`src/rtl/id_ex_stage.sv`:
```
// ID/EX pipeline register: operand forwarding, immediate extension and ALU input
// formation, with stall/flush control and a saturating bubble counter.
module id_ex_stage #(
  parameter int unsigned XLEN   = 32,
  parameter int unsigned BCNT_W = 16
) (
  input  logic              clk,
  input  logic              rst,
  input  logic              stall,
  input  logic              flush,
  input  logic              dvalid,
  input  logic [XLEN-1:0]   drs_data,
  input  logic [XLEN-1:0]   drt_data,
  input  logic [15:0]       dimm,
  input  logic [4:0]        dshamt,
  input  logic [3:0]        daluc,
  input  logic              daluimm,
  input  logic              dshift,
  input  logic              dsext,
  input  logic              dwreg,
  input  logic              dm2reg,
  input  logic              dwmem,
  input  logic [4:0]        drn,
  input  logic [1:0]        fwda,
  input  logic [1:0]        fwdb,
  input  logic [XLEN-1:0]   ex_r,
  input  logic [XLEN-1:0]   mem_r,
  input  logic [XLEN-1:0]   mem_mdata,
  output logic [XLEN-1:0]   ea,
  output logic [XLEN-1:0]   eb,
  output logic [3:0]        ealuc,
  output logic [XLEN-1:0]   estore,
  output logic              ewreg,
  output logic              em2reg,
  output logic              ewmem,
  output logic [4:0]        ern,
  output logic              evalid,
  output logic [BCNT_W-1:0] bubble_cnt
);

  localparam int unsigned IMM_W = 16;

  logic [XLEN-1:0]   fa, fb, imm_ext;
  logic              load_bubble;

  logic [XLEN-1:0]   ea_d, ea_q, eb_d, eb_q, estore_d, estore_q;
  logic [3:0]        ealuc_d, ealuc_q;
  logic              ewreg_d, ewreg_q, em2reg_d, em2reg_q, ewmem_d, ewmem_q;
  logic              evalid_d, evalid_q;
  logic [4:0]        ern_d, ern_q;
  logic [BCNT_W-1:0] bubble_cnt_d, bubble_cnt_q;

  // Operand forwarding muxes
  always_comb begin
    fa = drs_data;
    unique case (fwda)
      2'b00: fa = drs_data;
      2'b01: fa = ex_r;
      2'b10: fa = mem_r;
      2'b11: fa = mem_mdata;
      default: fa = drs_data;
    endcase
    fb = drt_data;
    unique case (fwdb)
      2'b00: fb = drt_data;
      2'b01: fb = ex_r;
      2'b10: fb = mem_r;
      2'b11: fb = mem_mdata;
      default: fb = drt_data;
    endcase
    imm_ext = dsext ? {{(XLEN-IMM_W){dimm[IMM_W-1]}}, dimm} : {{(XLEN-IMM_W){1'b0}}, dimm};
  end

  // Next-state selection; flush beats stall, a stalled stage holds everything
  always_comb begin
    ea_d         = ea_q;
    eb_d         = eb_q;
    ealuc_d      = ealuc_q;
    estore_d     = estore_q;
    ewreg_d      = ewreg_q;
    em2reg_d     = em2reg_q;
    ewmem_d      = ewmem_q;
    ern_d        = ern_q;
    evalid_d     = evalid_q;
    bubble_cnt_d = bubble_cnt_q;

    load_bubble = flush || (!stall && !dvalid);

    if (load_bubble) begin
      ea_d     = '0;
      eb_d     = '0;
      ealuc_d  = '0;
      estore_d = '0;
      ewreg_d  = 1'b0;
      em2reg_d = 1'b0;
      ewmem_d  = 1'b0;
      ern_d    = '0;
      evalid_d = 1'b0;
      if (bubble_cnt_q != {BCNT_W{1'b1}}) begin
        bubble_cnt_d = bubble_cnt_q + BCNT_W'(1);
      end
    end else if (!stall) begin
      ea_d     = dshift ? XLEN'(dshamt) : fa;
      eb_d     = daluimm ? imm_ext : fb;
      ealuc_d  = daluc;
      estore_d = fb;
      ewreg_d  = dwreg;
      em2reg_d = dm2reg;
      ewmem_d  = dwmem;
      ern_d    = drn;
      evalid_d = 1'b1;
    end
  end

  always_ff @(posedge clk) begin
    if (rst) begin
      ea_q         <= '0;
      eb_q         <= '0;
      ealuc_q      <= '0;
      estore_q     <= '0;
      ewreg_q      <= 1'b0;
      em2reg_q     <= 1'b0;
      ewmem_q      <= 1'b0;
      ern_q        <= '0;
      evalid_q     <= 1'b0;
      bubble_cnt_q <= '0;
    end else begin
      ea_q         <= ea_d;
      eb_q         <= eb_d;
      ealuc_q      <= ealuc_d;
      estore_q     <= estore_d;
      ewreg_q      <= ewreg_d;
      em2reg_q     <= em2reg_d;
      ewmem_q      <= ewmem_d;
      ern_q        <= ern_d;
      evalid_q     <= evalid_d;
      bubble_cnt_q <= bubble_cnt_d;
    end
  end

  assign ea         = ea_q;
  assign eb         = eb_q;
  assign ealuc      = ealuc_q;
  assign estore     = estore_q;
  assign ewreg      = ewreg_q;
  assign em2reg     = em2reg_q;
  assign ewmem      = ewmem_q;
  assign ern        = ern_q;
  assign evalid     = evalid_q;
  assign bubble_cnt = bubble_cnt_q;

endmodule

```
`config.mk`:
```
export PLATFORM = sky130hd
export DESIGN_NAME = id_ex_stage
export DESIGN_NICKNAME = d
export VERILOG_FILES = /design/src/rtl/id_ex_stage.sv
export SDC_FILE = /design/constraint.sdc
export NUM_CORES = 1
export LEC_CHECK = 0
export CAP_MARGIN = 20
export CORE_MARGIN = 4
export CORE_UTILIZATION = 43
export DETAILED_ROUTE_END_ITERATION = 16
export PLACE_DENSITY = 0.86
export RECOVER_POWER = 50
export SETUP_SLACK_MARGIN = 0.05
export SLEW_MARGIN = 40
export SYNTH_ARGS = -nofsm -noshare
export SYNTH_HDL_FRONTEND = slang
export SYNTH_SLANG_ARGS = --single-unit
```
`constraint.sdc`:
```
create_clock -name clk -period 3.7 [get_ports clk]
set_input_delay 0.555 -clock clk [delete_from_list [all_inputs] [get_ports clk]]
set_output_delay 0.555 -clock clk [all_outputs]
set_load 0.1 [all_outputs]
```
; ---- Word-level counts from Yosys, hierarchy flattened
; Index checks and enable logic that the tools add are counted.
[totals]
memories = 0
input_bits = 205
latch_bits = 0
mem_bits_rw = 0
rom_bits = 0
out_inout_bits = 125
ff_bits = 125
[op_classes]
n_bitwise = 0
div = 0
n_eq_ne = 7
mul = 0
n_shift = 0
reduce_logical = 8
n_mux = 5
addsub = 1
order_cmp = 0
[op_table]
columns = op, n
row1 = case mux 32 bit (4 select lines), 2
row2 = 2-to-1 mux 32 bit, 3
row3 = "adder 16 x 1 -> 16 bit, second input constant", 1
row4 = "inequality test 16 bit, second input constant", 1
row5 = "equality test 2 bit, second input constant", 4
row6 = "equality test 2 x 1 -> 1 bit, second input constant", 2
row7 = logical NOT 2 bit, 2
row8 = logical NOT 1 bit, 2
row9 = AND reduction 2 bit, 1
row10 = OR reduction 2 bit, 1
row11 = logical AND 1 bit, 1
row12 = logical OR 1 bit, 1

; ---- Longest topological paths before layout
; Gate-level depths: netlist (run 1).
[logic_depth]
word_depth = 4
depth_mapped = 7
mapped_depth_nobuf = 5

; ---- Worst setup path before layout (run 1)
; Ideal clock, no wire load.
[synth_timing]
path_type = flip-flop to flip-flop
from = register bubble_cnt_q[1], in the netlist bubble_cnt[1]
to = register bubble_cnt_q[8], in the netlist bubble_cnt[8]
setup_time_ns = 0.070
t_required_ns = 3.630
path_buffers = 1
path_slack_ns = 1.218
path_stages_with_launch = 7
arrival_time_ns = 2.412
path_cell_list = dfxtp_1 -> ha_1 -> nand4_1 -> nor4_2 -> clkbuf_1 -> o21ai_0 -> a21oi_1
[synth_between]
elab_chain_cells = 2
[synth_lines]
columns = element, line
row1 = "start, declared", 51  ; logic [BCNT_W-1:0] bubble_cnt_d, bubble_cnt_q;
row2 = "start signal, assigned", 137  ; bubble_cnt_q <= bubble_cnt_d;
row3 = branches (longest 2 deep; another with adder 16 x 1 -> 16 bit), n/a
; Several ways; the timed one is not identified.
; A chain may end at the register's enable or synchronous reset.

; ---- Final worst setup path (run 1)
[layout_timing]
from = input dvalid
to = register eb_q[19], in the netlist eb[19]
[layout_between]
elab_chain_cells = 4
[layout_lines]
columns = element, line
row1 = "start, declared", 11  ; input logic dvalid,
row2 = logical NOT 1 bit, 87  ; load_bubble = flush || (!stall && !dvalid);
row3 = logical AND 1 bit, 87
row4 = logical OR 1 bit, 87
row5 = OR reduction 2 bit (no line), n/a
row6 = "end signal, assigned", 118  ; eb_q <= '0;
row7 = "end signal, assigned", 129  ; eb_q <= eb_d;
row8 = "end, declared", 46  ; logic [XLEN-1:0] ea_d, ea_q, eb_d, eb_q, estore_d, estore_q;
; Every way passes these cells.

==> results of run 1 <==
[power by group through the flow]
stage | Sequential (W) | Combinational [W] | Clock (W)
after floorplan | 0.00169 | 0.000323 | 0
final | 0.00141 | 0.000919 | 0.00197
after CTS | 0.00141 | 0.000930 | 0.00199
after global routing | 0.00141 | 0.000961 | 0.00206
after detailed placement | 0.00143 | 0.000926 | 0
after global placement | 0.00143 | 0.000938 | 0
[cell type report]
cell class,count,share of cell area [%]
multi-input combinational,383,37.1
timing repair buffer,341,27.1
sequential,125,25.9
clock buffer,18,4.55
clock inverter,14,2.75
tap,180,2.33
inverter,4,0.156
antenna,1,0.0259
[sequential cells by signal, summed over array words and instances (netlist names)]
signal and cells:
ea 32, eb 32, estore 32, bubble_cnt 16, ern 5, ealuc 4, em2reg 1, evalid 1
ewmem 1, ewreg 1
[worst max-delay path, stage by stage]
cell           delay [ns]
dlygate4sd3_1        0.53
o21bai_1             0.72
or2_4                0.66
buf_4                0.33
a21oi_1              0.07
[per-layer routing]
| layer | up-vias | part of all wire [%] | routed length, um |
|---|---|---|---|
| li1 | 2770 | - | - |
| met1 | 2966 | 36 | 8410 |
| met2 | 323 | 51 | 11900 |
| met3 | 55 | 9.3 | 2160 |
| met4 | 0 | 3.7 | 853 |
| met5 | - | 0 | 0 |
[placed cells by master, fill, tap and decap left out, types with 2 or more instances in the layout]
cell	count
o31ai_1	2
mux4_2	64
clkinv_4	4
nor4_1	2
nand2b_1	2
nor2_1	95
a21oi_1	29
clkinvlp_4	2
clkbuf_1	117
buf_4	13
dfxtp_1	125
a22oi_1	43
clkdlybuf4s50_1	198
nand3_1	7
mux2_2	22
clkbuf_16	17
nand4_1	7
o21ai_0	8
nor2_2	2
inv_1	4
buf_12	2
buf_2	10
and4_1	2
or4_1	3
or3_1	9
o21bai_1	2
mux2i_1	66
bufinv_16	7
nand2_1	5
and3_1	3
[worst max-delay path by stage]
stage                                           from                          to  slack (ns)  cells after the start
after floorplan           bubble_cnt[1]$_SDFFE_PP0P_  bubble_cnt[8]$_SDFFE_PP0P_        1.22                      6
after global placement                        dvalid         eb[18]$_SDFFE_PP0N_        0.93                      5
after detailed placement                      dvalid         eb[19]$_SDFFE_PP0N_        0.81                      5
after CTS                                     dvalid         eb[19]$_SDFFE_PP0N_        1.24                      5
after global routing                          dvalid         eb[19]$_SDFFE_PP0N_        0.96                      5
final                                         dvalid         eb[19]$_SDFFE_PP0N_        1.09                      5
[through the flow]
| stage | cell area (um2) | worst slack [ns] | instances |
|---|---|---|---|
| global route | 9650 | 0.961 | 1066 |
| finish | 9650 | 1.09 | 1066 |
| global placement | 9680 | 0.926 | 1031 |
| detailed placement | 9080 | 0.811 | 1032 |
| CTS | 9780 | 1.24 | 1064 |
| floorplan | 6300 | 1.22 | 563 |
[kinds of logic after synthesis]
| logic type | count (synthesis) |
|---|---|
| compound gates | 87 |
| fa+ha+maj | 1 |
| buf+inv | 55 |
| flops | 125 |
| mux | 152 |
| simple gates | 143 |
==> results.md, run 1 <==
- Leakage power: 3.57 nW
- Final Hold Viols: 0
- Worst-Skew Late Latency: 0.41 ns
- Post-CTS sizing: 0
- Final Util: 68.5%
- Clk root buf: clkbuf_16
- I/O pins: 330
- Routability cong.: 0.899
- Max Clock Freq: 383 MHz
- Worst Reg-to-Reg Cells: 5
- Synth Area in XOR/XNOR: 0%
- Final TNS setup: 0 ns
- IO Port Bufs: 329
- Total clock sinks: 125
- Worst r2r dst: bubble_cnt[10]$_SDFFE_PP0P_
- Hold/Removal Path Class: reg2reg
- Clock network fraction of design power: 45.8%
- Post-synth ARST share: 0%
- Fill count: 1101
- FF-to-FF setup slack: 1.71 ns
- Sequential cell area: 2500 um2
- DRC: 0
- Hold EP: evalid$_SDFFE_PP0N_
- First-pass GRT wire length: 34900 um
- Register area share after synthesis: 39.7%
- Met3 GRT Util: 8.82%
- Met2 Use GR: 47.4%
- Post-detail-place hpwl: 18000 um
- CTS tree: built
- Crit start category: input port
- Synthesized cell area: 6300 um2
- Routed via count: 6114
- Multi-input gate area: 3580 um2
- Sw Pwr: 0.00116 W
- Total Routed Length: 23300 um
- Post-Syn Instances: 563
- Vias in the first global route: 6539
- FP Rows: 43
- Die area: 16700 um2
- Htree depth: 4
- Antenna violations before repair: 1
- GRT Max-Usage Layer: met2
- Outcome: complete, no violations
- Slew @ Worst Pin: 1.29 ns
- Postcts setup bufs: 0
- Fin crit share: 70.5%
- Post-Synth Adder-Cell Area: 0.199%
- Overall Power: 0.00429 W
- Sequential power share: 32.8%
- R2r startpoint: bubble_cnt[0]$_SDFFE_PP0P_
- Most frequent cell after synthesis: dfxtp_1
- Clock transition at the registers of the reported paths: 0.06 ns
- Slew HR: 14.6%
- GRT Resource Usage Total: 27.3%
- CTS Buf Count: 17
- Ratio of cells with drive above 1 in the final layout: 16.6%
- GRT overflow: 0
- Pre-Repair DR Iteration Count: 4
- WHS Path Cells: 2
- Required time of the worst setup path: 3.98 ns
- CP Capture Type: flop
- Initial drt markers: 502
- Core Footprint: 14100 um2
- Library cells used by synthesis: 34
- Syn Nets: 769
- Setup-failing EPs final: 0
- EDFF count, synth: 0
- Yosys Warn Count: 0
- Comb pwr share: 21.4%
- Internal: 0.00314 W
- Hold_buf cts: 0
- Compound-Gate Fraction of Synth Area: 8.96%
- Fin nets: 1078
- Seq cells post-synth: 125
- Pins Over Slew Limit: 0
- Layout area overhead: 53.2%
- Largest net degree at the start of global routing: 54
- Min-delay src: evalid$_SDFFE_PP0N_
- Die width: 129 um
- VDD IR max: 0.319 mV
- CP max FO: 53
- Critical path class: in2reg
- Crit path time final: 2.61 ns
- CP arrival: 2.89 ns
- Simple-gate share of the synthesized area: 10.3%
- RSZ-0062 raised after global routing: no
- Top cells by area, synth: dfxtp_1 (40%), mux4_2 (23%), mux2i_1 (10%), nor2_1 (5.8%), a22oi_1 (5.1%)
- Top post-synthesis cells by count: dfxtp_1 (125), nor2_1 (97), mux2i_1 (66), mux4_2 (64), a22oi_1 (43)
- Layout Skew: 0.00204 ns
- Initial Util: 44.7%
- Net Sw Frac: 27.0%
- Mux share of post-synthesis cell area: 37.3%
- Post-DRT Antenna Nets: 0
- M1 GR Usage: 31.2%
- Commonest register cell after synthesis: dfxtp_1
- Wire per inst: 21.9 um
- Post-synth top area cell: dfxtp_1
- Largest family of logic cells by synthesized area: multiplexers
- Synth top area share: 39.7%
- CTS Buffer Depth: 2
- Cell Pwr Density: 445 nW/um2
- Vias per inst: 5.74
- Maxcap violations: 0
- Mean Syn Cell Area: 11.2 um2
- Chip height: 129 um
- Hold slack: 0.458 ns
No activity file was read; power rests on OpenSTA's default activity.
==> run 2, diff against run 1 <==
--- a/config.mk
+++ b/config.mk
@@ -7,9 +7,9 @@
 export LEC_CHECK = 0
 export CAP_MARGIN = 20
 export CORE_MARGIN = 4
-export CORE_UTILIZATION = 43
+export CORE_UTILIZATION = 36
 export DETAILED_ROUTE_END_ITERATION = 16
-export PLACE_DENSITY = 0.86
+export PLACE_DENSITY = 0.77
 export RECOVER_POWER = 50
 export SETUP_SLACK_MARGIN = 0.05
 export SLEW_MARGIN = 40
==> constraint.sdc (replaced) <==
create_clock -name clk -period 2.2 [get_ports clk]
set_input_delay 0.33 -clock clk [delete_from_list [all_inputs] [get_ports clk]]
set_output_delay 0.33 -clock clk [all_outputs]
set_load 0.1 [all_outputs]
==> run 2 against run 1 <==
Compared with the run above: count of clock-buffer cells in the layout decreased by 1; global-route usage fell by 5.5 points; wire length is 6.2% lower; first-iteration DRC count is 49% lower; final cell count increased by 4.8%; non-clock buffer count grew 7; clock power rose by 53%; combinational power increased by 72%; flip-flop and latch count is the same; hold slack improved by 0.00098 ns; sequential power rose by 67%.
==> results.md, run 2 (synthesis gave the netlist of run 1 again) <==
- Core Footprint: 17200 um2 (was 14100 um2)
- Antenna violations before repair: 0 (was 1)
- CP top delay family: buffers and inverters (unchanged)
- Required time of the worst setup path: 2.49 ns (was 3.98 ns)
- FP Rows: 48 (was 43)
- Overall Power: 0.00695 W (was 0.00429 W)
- Max Clock Freq: 535 MHz
- Worst path bufs/invs: 3 (was 2)
- Critical path class: in2reg (unchanged)
- Die area: 19700 um2 (was 16700 um2)
- Initial drt markers: 257 (was 502)
- Fin area: 9990 um2 (was 9650 um2)
- Total Routed Length: 21900 um (was 23300 um)
- VDD IR max: 0.447 mV (was 0.319 mV)
- CTS Buf Count: 17 (unchanged)
- Vias per inst: 5.26 (was 5.74)
- CP max stage cell: clkbuf_1 (was o21bai_1)
- DRC: 0 (unchanged)
- Slew HR: 49.6% (was 14.6%)
- Leakage power: 4.01 nW (was 3.57 nW)
- First-pass GRT wire length: 33500 um (was 34900 um)
- Initial Util: 36.5% (was 44.7%)
- Fin nets: 1085 (was 1078)
- Post-DRT Antenna Nets: 0 (unchanged)
- Layout Skew: 0.00762 ns (was 0.00204 ns)
- I/O pins: 330 (unchanged)
- Antenna cells: 0 (was 1)
- CP Cell Sequence: clkdlybuf4s50_1 -> o21bai_1 -> clkbuf_1 -> or2_0 -> buf_12 -> nor2_1 (was dlygate4sd3_1 -> o21bai_1 -> or2_4 -> buf_4 -> a21oi_1)
- Fin crit share: 84.9%
- Placed standard-cell area: 9590 um2 (was 9080 um2)
- Worst-Skew Late Latency: 0.41 ns (about the same)
- Total clock sinks: 125 (unchanged)
- Post-detail-place hpwl: 16800 um (was 18000 um)
- Ratio of cells with drive above 1 in the final layout: 32.0% (was 16.6%)
- Most frequent cells in the layout: clkdlybuf4s50_1 (199), dfxtp_1 (109), nor2_1 (95) (was clkdlybuf4s50_1 (198), dfxtp_1 (125), clkbuf_1 (117))
- Layout area overhead: 58.6% (was 53.2%)
- Outcome: complete, no violations (unchanged)
- Largest net degree at the start of global routing: 66 (was 54)
- Hold/Removal Path Class: reg2reg (unchanged)
- Routability cong.: 0.870 (was 0.899)
- Htree depth: 4 (unchanged)
- Clock transition at the registers of the reported paths: 0.06 ns (about the same)
- Cell Pwr Density: 696 nW/um2 (was 445 nW/um2)
- CTS tree: built (unchanged)
- Vias in the first global route: 6093 (was 6539)
- Pre-Repair DR Iteration Count: 5 (was 4)
- Placed cells: 1085 (was 1032)
- Final TNS setup: 0 ns (unchanged)
- Hold_buf cts: 0 (unchanged)
- Post-CTS sizing: 0 (unchanged)
- CP Capture Type: flop (unchanged)
- Postcts setup bufs: 0 (unchanged)
- Fill count: 1497 (was 1101)
- Final Util: 58.0% (was 68.5%)
- RSZ-0062 raised after global routing: no (unchanged)
- Chip height: 140 um (was 129 um)
- Routed via count: 5871 (was 6114)
- Slew @ Worst Pin: 0.756 ns (was 1.29 ns)
- Clk root buf: clkbuf_16 (unchanged)
- Pins Over Slew Limit: 0 (unchanged)
- Setup-failing EPs final: 0 (unchanged)
- Crit path time final: 1.87 ns
- CTS Buffer Depth: 2 (unchanged)
- Maxcap violations: 0 (unchanged)
- Die width: 140 um (was 129 um)
- Wire per inst: 19.6 um (was 21.9 um)
- Commonest non-fill, non-tap cell in the layout: clkdlybuf4s50_1 (unchanged)
- CP max FO: 65 (was 53)
- CP arrival: 2.16 ns (was 2.89 ns)
- Crit start category: input port (unchanged)
- Max stage delay on crit path: 0.46 ns (was 0.72 ns)
- Final Hold Viols: 0 (unchanged)
- GRT overflow: 0 (unchanged)
- Fin cells: 1117 (was 1066)
- IO Port Bufs: 329 (unchanged)
- GRT Resource Usage Total: 21.8% (was 27.3%)
-- run 2: cell count changes in the layout (fill, tap and decap cells not counted), sizes merged --
cell           change
clkbuf            -31
bufinv             -3
clkinv             -2
clkdlybuf4s50      +1
inv                +5
buf               +37
clkinvlp           +1
diode              -1
dlygate4sd3        -1
-- run 2: layer usage --
metal	GRT usage, %	up-vias	share of wire [%]
li1	-	2776	-
met1	26.8	2796	39
met2	36.4	260	50
met3	6.56	39	8.2
met4	7.90	0	2.8
met5	0	-	0
-- run 2: per-stage QoR --
step | hold slack, ns | worst slack (ns)
detailed placement | 0.447 | 0.284
global placement | 0.441 | 0.124
global route | 0.507 | 0.229
floorplan | 0.474 | 0.113
finish | 0.459 | 0.332
CTS | 0.452 | 0.481
-- run 2: path summary, 6_finish.rpt --
kind,start,end,slack (ns),cells past startpoint
worst max-delay path,flush,ea[29]$_SDFFE_PP0N_,0.33,6
worst min-delay path,evalid$_SDFFE_PP0N_,evalid$_SDFFE_PP0N_,0.46,2
worst max register to register,bubble_cnt[0]$_SDFFE_PP0P_,bubble_cnt[4]$_SDFFE_PP0P_,0.45,6
worst min register to register,evalid$_SDFFE_PP0N_,evalid$_SDFFE_PP0N_,0.46,2
-- run 2: layout make-up --
type	instances	area (um2)	share of cell area (%)
sequential	125	2520	25.3
timing repair buffer	348	2960	29.6
clock buffer	17	425	4.26
inverter	4	15.0	0.150
tap	225	282	2.82
clock inverter	15	209	2.09
multi-input combinational	383	3580	35.8
-- run 2: power by group --
group | switching [W] | total [W] | internal [W]
combinational | 0.000863 | 0.00158 | 0.000713
clock | 0.00110 | 0.00302 | 0.00191
sequential | 0.0000372 | 0.00236 | 0.00233
-- run 2: worst register-to-register path: cells and delay by family, from the launching register on --
family | cells | cell delay, ns
compound gates | 1 | 0.16
fa+ha+maj | 1 | 0.24
buf+inv | 1 | 0.19
flops | 1 | 0.37
simple gates | 3 | 0.71
